`src/rtl/mem_bus_agent_if.sv`:
```
// Bus bundle between the bus controller/processor side and the memory agent.
// The controller side drives the slot code and inbound beats; the agent answers.
interface mem_bus_agent_if #(
  parameter int DATA_W = 8
);
  logic [1:0]        mem_line;
  logic              mem_ready;
  logic [DATA_W-1:0] bus_in;
  logic              bus_in_valid;
  logic [DATA_W-1:0] bus_out;
  logic              bus_out_valid;
  logic [2:0]        err;

  modport master (
    output mem_line, bus_in, bus_in_valid,
    input  mem_ready, bus_out, bus_out_valid, err
  );

  modport slave (
    input  mem_line, bus_in, bus_in_valid,
    output mem_ready, bus_out, bus_out_valid, err
  );
endinterface

```
`src/rtl/mem_bus_agent.sv`:
```
// Memory-side bus endpoint: accepts read/write frames in receive slots, queues
// read addresses, and returns one word per transmit slot from the array.
module mem_bus_agent #(
  parameter int DATA_W = 8,
  parameter int ADDR_W = 4,
  parameter int QDEPTH = 4
) (
  input logic clk,
  input logic rst_n,
  mem_bus_agent_if.slave bus
);
  localparam int PW    = $clog2(QDEPTH);
  localparam int WORDS = 2 ** ADDR_W;

  typedef enum logic [2:0] {IDLE, RX_CMD, RX_DATA, TX, WAIT} state_t;

  state_t            state, next_state;
  logic [2:0]        cnt, next_cnt;
  logic [DATA_W-1:0] mem [WORDS];
  logic [ADDR_W-1:0] q [QDEPTH];
  logic [PW:0]       wr_ptr, rd_ptr, wr_next, rd_next;
  logic [ADDR_W-1:0] wr_addr;
  logic [2:0]        err_q, set_err;
  logic              ready_q;
  logic              push, pop, do_write, latch_addr;
  logic              q_empty, q_full;

  assign q_empty = (wr_ptr == rd_ptr);
  assign q_full  = (wr_ptr[PW] != rd_ptr[PW]) && (wr_ptr[PW-1:0] == rd_ptr[PW-1:0]);

  always_ff @(posedge clk or negedge rst_n) begin
    if (!rst_n) begin
      state <= IDLE;
      cnt   <= 3'd0;
    end else begin
      state <= next_state;
      cnt   <= next_cnt;
    end
  end

  always_comb begin
    next_state = state;
    next_cnt   = cnt;
    push       = 1'b0;
    pop        = 1'b0;
    do_write   = 1'b0;
    latch_addr = 1'b0;
    set_err    = 3'b000;
    if (state == IDLE) begin
      case (bus.mem_line)
        2'b01: begin
          next_state = RX_CMD;
          next_cnt   = 3'd7;
        end
        2'b10: begin
          next_cnt = 3'd7;
          if (!q_empty) begin
            next_state = TX;
          end else begin
            next_state = WAIT;
            set_err[2] = 1'b1;
          end
        end
        2'b11:   set_err[2] = 1'b1;
        default: next_state = IDLE;
      endcase
    end else begin
      next_cnt = cnt - 3'd1;
      if (bus.mem_line != 2'b00) set_err[2] = 1'b1;
      case (state)
        RX_CMD: begin
          if (bus.bus_in_valid) begin
            next_state = WAIT;
            if (bus.bus_in[DATA_W-1]) begin
              latch_addr = 1'b1;
              next_state = RX_DATA;
            end else if (q_full) begin
              set_err[0] = 1'b1;
            end else begin
              push = 1'b1;
            end
          end
        end
        RX_DATA: begin
          if (bus.bus_in_valid) begin
            do_write   = 1'b1;
            next_state = WAIT;
          end
        end
        TX: begin
          pop        = 1'b1;
          next_state = WAIT;
        end
        default: next_state = state;
      endcase
      // Last slot cycle: a write frame still lacking its data beat is incomplete,
      // including one whose command beat arrived in this very cycle.
      if (cnt == 3'd1) begin
        next_state = IDLE;
        if ((state == RX_DATA && !bus.bus_in_valid) || latch_addr) set_err[1] = 1'b1;
      end
    end
  end

  assign wr_next = push ? wr_ptr + 1'b1 : wr_ptr;
  assign rd_next = pop  ? rd_ptr + 1'b1 : rd_ptr;

  always_ff @(posedge clk or negedge rst_n) begin
    if (!rst_n) begin
      wr_ptr  <= '0;
      rd_ptr  <= '0;
      wr_addr <= '0;
      err_q   <= 3'b000;
      ready_q <= 1'b0;
    end else begin
      wr_ptr  <= wr_next;
      rd_ptr  <= rd_next;
      err_q   <= err_q | set_err;
      ready_q <= (wr_next != rd_next);
      if (latch_addr) wr_addr <= bus.bus_in[ADDR_W-1:0];
    end
  end

  always_ff @(posedge clk) begin
    if (push) q[wr_ptr[PW-1:0]] <= bus.bus_in[ADDR_W-1:0];
  end

  always_ff @(posedge clk or negedge rst_n) begin
    if (!rst_n) begin
      for (int i = 0; i < WORDS; i++) mem[i] <= '0;
    end else if (do_write) begin
      mem[wr_addr] <= bus.bus_in;
    end
  end

  // Read data comes from the array at transmit time, not when the read was queued.
  assign bus.bus_out_valid = (state == TX);
  assign bus.bus_out       = (state == TX) ? mem[q[rd_ptr[PW-1:0]]] : '0;
  assign bus.mem_ready     = ready_q;
  assign bus.err           = err_q;
endmodule

```
`src/flat_wrapper.sv`:
```
// flat-port wrapper written by rule: the top's interface ports become plain ports
module mem_bus_agent_flat 
#(
  parameter int DATA_W = 8,
  parameter int ADDR_W = 4,
  parameter int QDEPTH = 4
)
  (clk, rst_n, bus_mem_line, bus_bus_in, bus_bus_in_valid, bus_mem_ready, bus_bus_out, bus_bus_out_valid, bus_err);
  mem_bus_agent_if #(.DATA_W(DATA_W)) bus_i ();
  input logic clk;
  input logic rst_n;
  input wire logic [$bits(bus_i.mem_line)-1:0] bus_mem_line;
  input wire logic [$bits(bus_i.bus_in)-1:0] bus_bus_in;
  input wire logic [$bits(bus_i.bus_in_valid)-1:0] bus_bus_in_valid;
  output wire logic [$bits(bus_i.mem_ready)-1:0] bus_mem_ready;
  output wire logic [$bits(bus_i.bus_out)-1:0] bus_bus_out;
  output wire logic [$bits(bus_i.bus_out_valid)-1:0] bus_bus_out_valid;
  output wire logic [$bits(bus_i.err)-1:0] bus_err;
  assign bus_i.mem_line = bus_mem_line;
  assign bus_i.bus_in = bus_bus_in;
  assign bus_i.bus_in_valid = bus_bus_in_valid;
  assign bus_mem_ready = bus_i.mem_ready;
  assign bus_bus_out = bus_i.bus_out;
  assign bus_bus_out_valid = bus_i.bus_out_valid;
  assign bus_err = bus_i.err;
  mem_bus_agent #(.DATA_W(DATA_W), .ADDR_W(ADDR_W), .QDEPTH(QDEPTH)) u_core (.clk(clk), .rst_n(rst_n), .bus(bus_i));
endmodule
```
`config.mk`:
```
export PLATFORM = sky130hd
export DESIGN_NAME = mem_bus_agent_flat
export DESIGN_NICKNAME = d
export VERILOG_FILES = /design/src/rtl/mem_bus_agent_if.sv /design/src/rtl/mem_bus_agent.sv /design/src/flat_wrapper.sv
export SDC_FILE = /design/constraint.sdc
export NUM_CORES = 1
export LEC_CHECK = 0
export ABC_CLOCK_PERIOD_IN_PS = 4600
export BUFFER_PORTS_ARGS = -buffer_cell sky130_fd_sc_hd__buf_2
export CAP_MARGIN = 20
export CORE_UTILIZATION = 42
export DETAILED_ROUTE_END_ITERATION = 7
export GPL_TIMING_DRIVEN = 0
export HOLD_SLACK_MARGIN = 0.12
export PLACE_DENSITY_LB_ADDON = 0.2
export SYNTH_ARGS = -nofsm -noshare
export SYNTH_HDL_FRONTEND = slang
export SYNTH_SLANG_ARGS = --single-unit
```
`constraint.sdc`:
```
create_clock -name clk -period 4.6 [get_ports clk]
set_input_delay 0.46 -clock clk [delete_from_list [all_inputs] [get_ports clk]]
set_output_delay 0.46 -clock clk [all_outputs]
set_load 0.01 [all_outputs]
```
# == After elaboration in Yosys (flattened, before gate mapping) ==
# Memory sizes are Yosys's and may differ from the RTL's.
# Cells that the tools add are included.
# classes
n_addsub,3
order_cmp,3
n_eq_ne,15
n_mux,47
n_bitwise,3
n_reduce_logical,10
# ops
operator,n
128-bit bitwise mux,1
8-bit binary-select mux with 4-bit select,1
8-bit demux with 4-bit select,1
8-bit 2-to-1 mux,4
3-bit 2-to-1 mux,10
1-bit 2-to-1 mux,26
3-bit one-hot mux with 3 select lines,2
"5-bit >= comparator, second input constant",2
4-bit inverter with 5-bit output,2
"4-bit by 2-bit != test with 1-bit output, second input constant",2
"3-bit by 1-bit adder with 3-bit output, second input constant",2
"3-bit by 1-bit == test with 1-bit output, second input constant",2
"3-bit by 2-bit == test with 1-bit output, second input constant",2
"5-bit by 1-bit < comparator with 1-bit output, second input constant",1
5-bit nonzero test,1
"2-bit == test, second input constant",2
"2-bit != test, second input constant",2
4-bit AND reduction,1
3-bit == test,1
1-bit logical AND,3
3-bit zero test,1
3-bit != test,1
3-bit bitwise OR,1
"3-bit by 1-bit subtractor with 3-bit output, second input constant",1
9 further kinds,9
# word_totals
register_bits,148
ramBits,16
n_memories,1
# memory_table
name,words,word_bits,rd,rd_ports_with_merged_regs,write_ports,line,text
u_core.q,4,4,1,0,1,mem_bus_agent.sv:20,logic [ADDR_W-1:0] q [QDEPTH];

# == Longest topological paths before layout ==
# Gate-level depths: netlist of the first run.
# depth
depth_word,9
ltp_mapped,9
mapped_depth_nobuf,7

# == Worst setup path before layout of the first run ==
# Ideal clock, no wire load.
# synth_timing
kind,register to output
startpoint,register u_core.rd_ptr[0]
endpoint,output port bus_bus_out[0]
arrival_time_ns,1.891
required_time_ns,4.140
slack_ns,2.249
stages_incl_launch_ff,10
path_cell_list,dfrtp_1 buf_6 mux4_2 buf_6 buf_6 buf_6 mux2i_1 a22oi_1 nand3_1 nand3_1
# synth_via
elab_chain_len,6
# synth_rtl
element,line,text
from (decl),mem_bus_agent.sv:21,"logic [PW:0] wr_ptr, rd_ptr, wr_next, rd_next;"
from (signal assigned),mem_bus_agent.sv:117,rd_ptr <= rd_next;
memory 4 x 4 bit,--,
4-bit inverter with 5-bit output (not written as such),mem_bus_agent.sv:138,assign bus.bus_out = (state == TX) ? mem[q[rd_ptr[PW-1:0]]] : '0;
8-bit binary-select mux with 4-bit select,mem_bus_agent.sv:138,
8-bit 2-to-1 mux (not written as such) (2 in a row),mem_bus_agent.sv:138,
8-bit 2-to-1 mux,mem_bus_agent.sv:138,
to (decl),flat_wrapper.sv:16,output wire logic [$bits(bus_i.bus_out)-1:0] bus_bus_out;
# No other way between the ends. The select of a mux whose other input is x is not followed.

# == Worst setup path after layout of the first run ==
# layout_timing
startpoint,register u_core.state[2]
endpoint,output port bus_bus_out[2]
# layout_via
elab_chain_len,2
# layout_rtl
element,line,text
from (decl),mem_bus_agent.sv:17,"state_t state, next_state;"
from (signal assigned),mem_bus_agent.sv:36,state <= next_state;
3-bit by 2-bit == test with 1-bit output,mem_bus_agent.sv:138,
8-bit 2-to-1 mux,mem_bus_agent.sv:138,
# No other way between the ends.

==> results of run 1 <==
-- synth_stat cells, drive strengths merged (2+ instances only) --
library cell / instances
a31o: 3
nor2b: 11
nand2b: 5
and2b: 2
nand3: 25
dfrtp: 148
a22oi: 10
xnor2: 5
xor2: 3
inv: 12
o211ai: 2
nor2: 10
ha: 11
buf: 21
clkbuf: 15
edfxtp: 16
a2111oi: 4
a32o: 3
nand2: 49
a32oi: 2
mux2: 132
a31oi: 6
a21oi: 4
nor3: 8
and2: 7
mux2i: 65
mux4: 4
nor3b: 3
o21ai: 10
-- repair_timing --
item	4_1_cts	5_1_grt
endpoints found under the setup margin	0	0
endpoints found under the hold margin	61	0
hold buffers	1	0
setup buffers	0	0
-- metal layers --
metal | vias to the layer above | wire, µm | track usage [%] | share of wire, %
met5 | - | 0 | 0 | 0
met4 | 0 | 210 | 5.15 | 1.2
met3 | 16 | 516 | 3.92 | 2.8
met2 | 73 | 8680 | 33.0 | 48
met1 | 2587 | 8820 | 27.9 | 48
li1 | 2278 | - | - | -
-- worst register-to-register path: stages (launching register included) --
cell and delay, ns:
dfrtp_1 0.35, clkbuf_1 0.18, nand2b_1 0.20, nor3_1 0.22
nand2b_1 0.18, nor3_2 0.76, mux2_2 0.42
-- registers in the layout, summed over array words and instances (netlist names) --
name                  count
u_core.rd_ptr             3
u_core.cnt                3
u_core.state              3
u_core.bus.mem_ready      1
u_core.mem              128
u_core.wr_addr            4
u_core.bus.err            3
u_core.wr_ptr             3
u_core.q                 16
-- cell usage in the layout (no fill, tap or decap), types with 6 or more instances in the layout --
master,n
nand3_1,24
clkbuf_1,19
inv_1,12
edfxtp_1,16
nor2b_1,11
clkbuf_16,17
nor2_1,9
ha_1,11
buf_2,36
o21ai_0,10
mux2i_1,65
a31oi_1,6
nor3_1,6
nand2_1,49
mux2_2,132
dfrtp_1,148
buf_6,8
a22oi_1,10
-- area by class of cell --
| type | count | area share, % |
|---|---|---|
| plain buffers | 36 | 2.30 |
| clock buffers | 23 | 5.21 |
| clock inverters | 9 | 1.68 |
| inverters | 12 | 0.501 |
| multi-input cells | 398 | 38.7 |
| flip-flops and latches | 164 | 46.6 |
| well taps | 229 | 3.19 |
| repair buffers | 27 | 1.88 |
-- report_power, final --
part / switching [mW] / internal [mW] / leakage [nW]
registers: 0.178 / 1.80 / 2.13
logic: 0.762 / 0.687 / 1.88
clock network: 0.551 / 0.936 / 0.301
-- cell families (layout without fill, tap and decap cells) --
family | after synthesis | count (layout)
adders and majority gates | 11 | 11
muxes | 201 | 201
AOI/OAI and AO/OA | 51 | 51
and+or+nand+nor | 126 | 126
buffers and inverters | 48 | 107
DFF | 164 | 164
xor gates and xnor gates | 9 | 9
-- worst paths after layout --
kind / end / slack, ns / cells after the start
worst max-delay path: bus_bus_out[2] / 1.24 / 8
worst min-delay path: u_core.mem[94] / 0.37 / 2
worst max register to register: u_core.mem[122] / 2.17 / 6
worst min register to register: u_core.bus.err[1] / 0.46 / 1
max in group asynchronous: u_core.mem[87] / 3.16 / 3
min in group asynchronous: u_core.rd_ptr[0] / 0.59 / 2
==> summary.md, run 1 <==
| Metric | Value |
|---|---|
| GRT Util Overall | `20.3%` |
| Total power per unit cell area | `547 nW/µm²` |
| Crit-path leading delay family | `simple AND/OR/NAND/NOR gates` |
| Number of inserted diodes | `0` |
| Iteration-0 DRC Markers | `268` |
| Synth area leader | `dfrtp_1` |
| Critical path type | `flip-flop to output port` |
| DIE AREA | `19400 µm²` |
| Synth cell types | `54` |
| Skew final | `0.00674 ns` |
| Total clock sinks | `164` |
| Largest cells by area after synthesis | `dfrtp_1 (47%), mux2_2 (19%), mux2i_1 (8.2%)` |
| Worst-case vdd ir drop | `291 µV` |
| Antenna Violating Nets Remaining | `0` |
| Final net count | `680` |
| Slowest CP cell | `nor2_1` |
| Ys flop type | `dfrtp_1` |
| Simple-gate share of the synthesized area | `7.97%` |
| Std-Cell Rows | `49` |
| Crit path launch type | `flip-flop` |
| DRT Wirelength | `18200 µm` |
| Mux cell area share after synthesis | `28.2%` |
| Worst-path clk slew | `0.06 ns` |
| Syn Nets | `634` |
| Fraction of registers with async set/reset | `90.2%` |
| Top cell type's share of synthesized area | `46.8%` |
| Rel. slew slack | `35.7%` |
| Worst-margin pin slew | `0.959 ns` |
| Initial antenna violation count | `0` |
| Synth Warn # | `0` |
| Fmax | `297 MHz` |
| DRC violations left | `0` |
| GRT overflow | `0` |
| Status | `finished clean` |
| TritonCTS buffer count | `17` |
| Final Max Slew Viols | `0` |
| CP cell instances | `clkbuf_1 > nand3b_1 > inv_1 > nand2b_1 > nor2_1 > a32o_1 > a31o_1 > buf_2` |
| Worst-path maximum fanout | `10` |
| Hold WS | `0.367 ns` |
| Die W | `139 µm` |
| Initial core utilization | `43.4%` |
| Core area | `18200 µm²` |
| Non-Filler Instances | `898` |
| Setup ws final | `1.24 ns` |
| Vias after detailed routing | `4954` |
| Slowest stage delay, CP | `0.54 ns` |
| Lkg Pwr | `4.31 nW` |
| PortBufs | `25` |
| Cells after DPL | `865` |
| Buffers and inverters on the worst path | `3` |
| Synth Area in Compound Gates | `4.79%` |
| GP Congestion | `0.783` |
| Global-route wire length before repair | `29500 µm` |
| FF+latch area | `4180 µm²` |
| Required time worst endpoint | `4.14 ns` |
| Final period util | `73.1%` |
| Area Overhead vs Synth | `13.6%` |
| Share of cells above drive strength 1 | `32.9%` |
| R2R Path Start | `u_core.state[0]` |
| CTS tree | `built` |
| Top-Level Pins | `26` |
| Drt pass-1 iters | `4` |
| Hold Violations, Final | `0` |
| Tmin final | `3.36 ns` |
| Die Ht | `139 µm` |
| Largest net degree at the start of global routing | `88` |
| Synthesized area | `7910 µm²` |
| RSZ-0062 raised after global routing | `no` |
| Final setup violation count | `0` |
| Later-pin clock latency in the skew report | `0.42 ns` |
| Synth Area in XOR/XNOR | `1.28%` |
| Post-synthesis adder-cell area fraction | `1.74%` |
| CP Capture Type | `output port` |
| Crit path launch | `u_core.state[2]` |
| Power, Total | `4.91 mW` |
| Max Root-Sink Buffers | `2` |
| Worst Hold Launch | `bus_bus_in[6]` |
| Placed Area | `8360 µm²` |
| Placement Setup Slack | `1.69 ns` |
| Total of max-cap violations | `0` |
| Via-to-Cell Ratio | `5.52` |
| Setup TNS | `0 ns` |
| Worst hold path type | `input pin to flip-flop` |
| Seq cells post-synth | `164` |
| Root Buffer Master | `clkbuf_16` |
| Wirelength per Cell | `20.3 µm` |
| Mapped Cells | `610` |
| Number of global-route vias before repair | `5240` |
| Layout fillers | `1623` |
| WP data arrival | `2.90 ns` |
| Multi-input logic area | `3480 µm²` |
| Synth Area per Inst | `13.0 µm²` |
| H-Tree Depth | `4` |
| Final Cell Area | `8990 µm²` |
| Util after Layout | `49.4%` |
| Number of synthesized flops with an enable pin | `16` |
| Post-CTS resize count | `0` |
| HPWL Detailed | `12500 µm` |
| Largest family of logic cells by synthesized area | `multiplexers` |
| Sequential fraction of the synthesis area | `52.9%` |
Power figures use the tool's default switching activity.
==> run 2: changes to the inputs <==
- ABC_CLOCK_PERIOD_IN_PS: 4600 -> 2700
- clock period: 4.6 -> 2.7 ns (I/O delays scaled with it)
==> summary.md, run 2 (synthesized netlist as in run 1, its figures left out) <==
| Metric | Value |
|---|---|
| Most frequent cells in the layout | `dfrtp_1 (148), mux2_2 (132), mux2i_1 (64), nand2_1 (49), buf_2 (29)` |
| Vias after detailed routing | `5048 (+1.9%)` |
| H-Tree Depth | `4 (unchanged)` |
| TritonCTS buffer count | `17 (unchanged)` |
| Final setup violation count | `8 (+8)` |
| GRT overflow | `0 (unchanged)` |
| GP Congestion | `0.783 (unchanged)` |
| Slowest CP cell | `mux4_2` |
| Area Overhead vs Synth | `17.8%` |
| Via-to-Cell Ratio | `5.53 (+0.22%)` |
| Number of inserted diodes | `0 (unchanged)` |
| Setup ws final | `-0.240 ns (-1.48 ns)` |
| Cells after DPL | `865 (unchanged)` |
| Final net count | `695 (+2.2%)` |
| Worst-case vdd ir drop | `554 µV (+90%)` |
| PortBufs | `25 (unchanged)` |
| Worst hold path type | `input pin to flip-flop` |
| Std-Cell Rows | `49 (unchanged)` |
| RSZ-0062 raised after global routing | `yes` |
| DRT Wirelength | `18900 µm (+3.8%)` |
| Iteration-0 DRC Markers | `267 (-0.37%)` |
| Later-pin clock latency in the skew report | `0.42 ns (about the same)` |
| Slowest stage delay, CP | `0.56 ns (+0.02 ns)` |
| Crit path launch type | `flip-flop` |
| Worst-path maximum fanout | `7 (-3)` |
| CTS tree | `built` |
| GRT Util Overall | `20.7% (+0.38 points)` |
| Commonest non-fill, non-tap cell in the layout | `dfrtp_1` |
| Max Root-Sink Buffers | `2 (unchanged)` |
| Initial antenna violation count | `0 (unchanged)` |
| Util after Layout | `51.2% (+1.8 points)` |
| Lkg Pwr | `4.49 nW (+4.2%)` |
| CP Capture Type | `output port` |
| Total power per unit cell area | `941 nW/µm² (+72%)` |
| Total clock sinks | `164 (unchanged)` |
| Root Buffer Master | `clkbuf_16` |
| Status | `finished with violations` |
| Tmin final | `2.94 ns` |
| Hold Violations, Final | `0 (unchanged)` |
| Biggest register | `u_core.mem` |
| Top-Level Pins | `26 (unchanged)` |
| Required time worst endpoint | `2.43 ns (-1.71 ns)` |
| Global-route wire length before repair | `29900 µm (+1.6%)` |
| Total of max-cap violations | `0 (unchanged)` |
| Core area | `18200 µm² (unchanged)` |
| Largest register FFs | `128 (unchanged)` |
| Largest net degree at the start of global routing | `88 (unchanged)` |
| Die Ht | `139 µm (unchanged)` |
| Die W | `139 µm (unchanged)` |
| Worst-margin pin slew | `1.02 ns (+0.0563 ns)` |
| Share of cells above drive strength 1 | `37.1% (+4.2 points)` |
| HPWL Detailed | `12500 µm (unchanged)` |
| Wirelength per Cell | `20.7 µm (+2.1%)` |
| Number of global-route vias before repair | `5292 (+0.99%)` |
| DIE AREA | `19400 µm² (unchanged)` |
| Violations in the final reports | `negative setup slack` |
| Final period util | `109%` |
| Drt pass-1 iters | `4 (unchanged)` |
| Rel. slew slack | `31.9% (-3.8 points)` |
| Fmax | `340 MHz` |
| Worst-path clk slew | `0.06 ns (about the same)` |
| Layout fillers | `1599 (-1.5%)` |
| Initial core utilization | `43.4% (unchanged)` |
| Critical path type | `flip-flop to output port` |
| CP cell instances | `buf_6 > mux4_2 > bufbuf_16 > nor2_2 > a32o_2 > a31o_1 > buf_2` |
| Antenna Violating Nets Remaining | `0 (unchanged)` |
| Hold WS | `0.175 ns (-0.192 ns)` |
| Non-Filler Instances | `913 (+1.7%)` |
| WP data arrival | `2.67 ns (-0.23 ns)` |
| Skew final | `0.00567 ns (-0.00107 ns)` |
| DRC violations left | `0 (unchanged)` |
| Final Max Slew Viols | `0 (unchanged)` |
-- run 2: cell types whose count changed in the layout (fill, tap and decap cells not counted), sizes merged --
cell    change
clkbuf      +1
bufbuf      +1
buf        +13
-- run 2: worst max-delay path: cells and delay by family (launching register included) --
family	cells	cell delay (ns)
compound gates	2	0.36
buf+inv	3	0.58
flops	1	0.36
mux	1	0.56
simple gates	1	0.38
-- run 2: repair_timing --
action | in CTS | in global routing
setup buffers | 7 | 6
endpoints found under the hold margin | 61 | 0
hold buffers | 1 | 0
cloned | 1 | 2
pin swaps | 5 | 6
endpoints found under the setup margin | 8 | 8
resized for setup | 34 | 8
-- run 2: worst paths after layout --
| kind | start | end | slack [ns] | depth (start not counted) |
|---|---|---|---|---|
| setup / recovery | u_core.rd_ptr[0] | bus_bus_out[2] | -0.24 | 7 |
| hold / removal | bus_bus_in[6] | u_core.mem[94] | 0.18 | 2 |
| setup reg to reg | u_core.state[0] | u_core.mem[122] | 0.22 | 6 |
| hold reg to reg | u_core.bus.err[1] | u_core.bus.err[1] | 0.46 | 1 |
| max in group asynchronous | rst_n | u_core.mem[106] | 1.42 | 3 |
| min in group asynchronous | rst_n | u_core.rd_ptr[0] | 0.40 | 2 |
-- run 2: per-stage QoR --
stage / area (µm²) / setup slack (ns) / total power, mW / TNS (ns)
4_1_cts: 9190 / -0.219 / 8.70 / -1.52
2_1_floorplan: 7910 / 0.539 / 5.25 / 0
3_3_place_gp: 8320 / -0.764 / 5.79 / -110.67
6_report: 9320 / -0.240 / 8.77 / -1.57
3_5_place_dp: 8360 / -0.0161 / 5.89 / -0.0174
5_1_grt: 9320 / -0.335 / 9.27 / -2.34
-- run 2: area by class of cell --
cell class                      count  area (µm²)  share of cell area, %
Timing Repair Buffer               43         389                   4.18
Tap cell                          229         287                   3.07
Buffer                             35         240                   2.58
Multi-Input combinational cell    398        3550                   38.1
Sequential cell                   164        4180                   44.9
Clock inverter                      9         151                   1.62
Inverter                           12        45.0                  0.483
Clock buffer                       23         468                   5.02
-- run 2: routing by layer --
layer  part of all wire [%]  vias to the layer above  wire length, µm  global-route usage, %
li1                       -                     2314                -                      -
met1                     48                     2631             9030                   28.2
met2                     48                       87             9150                   33.8
met3                    3.1                       16              579                   3.96
met4                   0.86                        0              163                   5.26
met5                      0                        -                0                      0
-- run 2: report_power, final --
part,leakage (nW),internal [mW],switching [mW]
clock,0.301,1.59,0.940
sequential,2.13,3.07,0.307
combinational,2.06,1.46,1.41
total,4.49,6.12,2.66
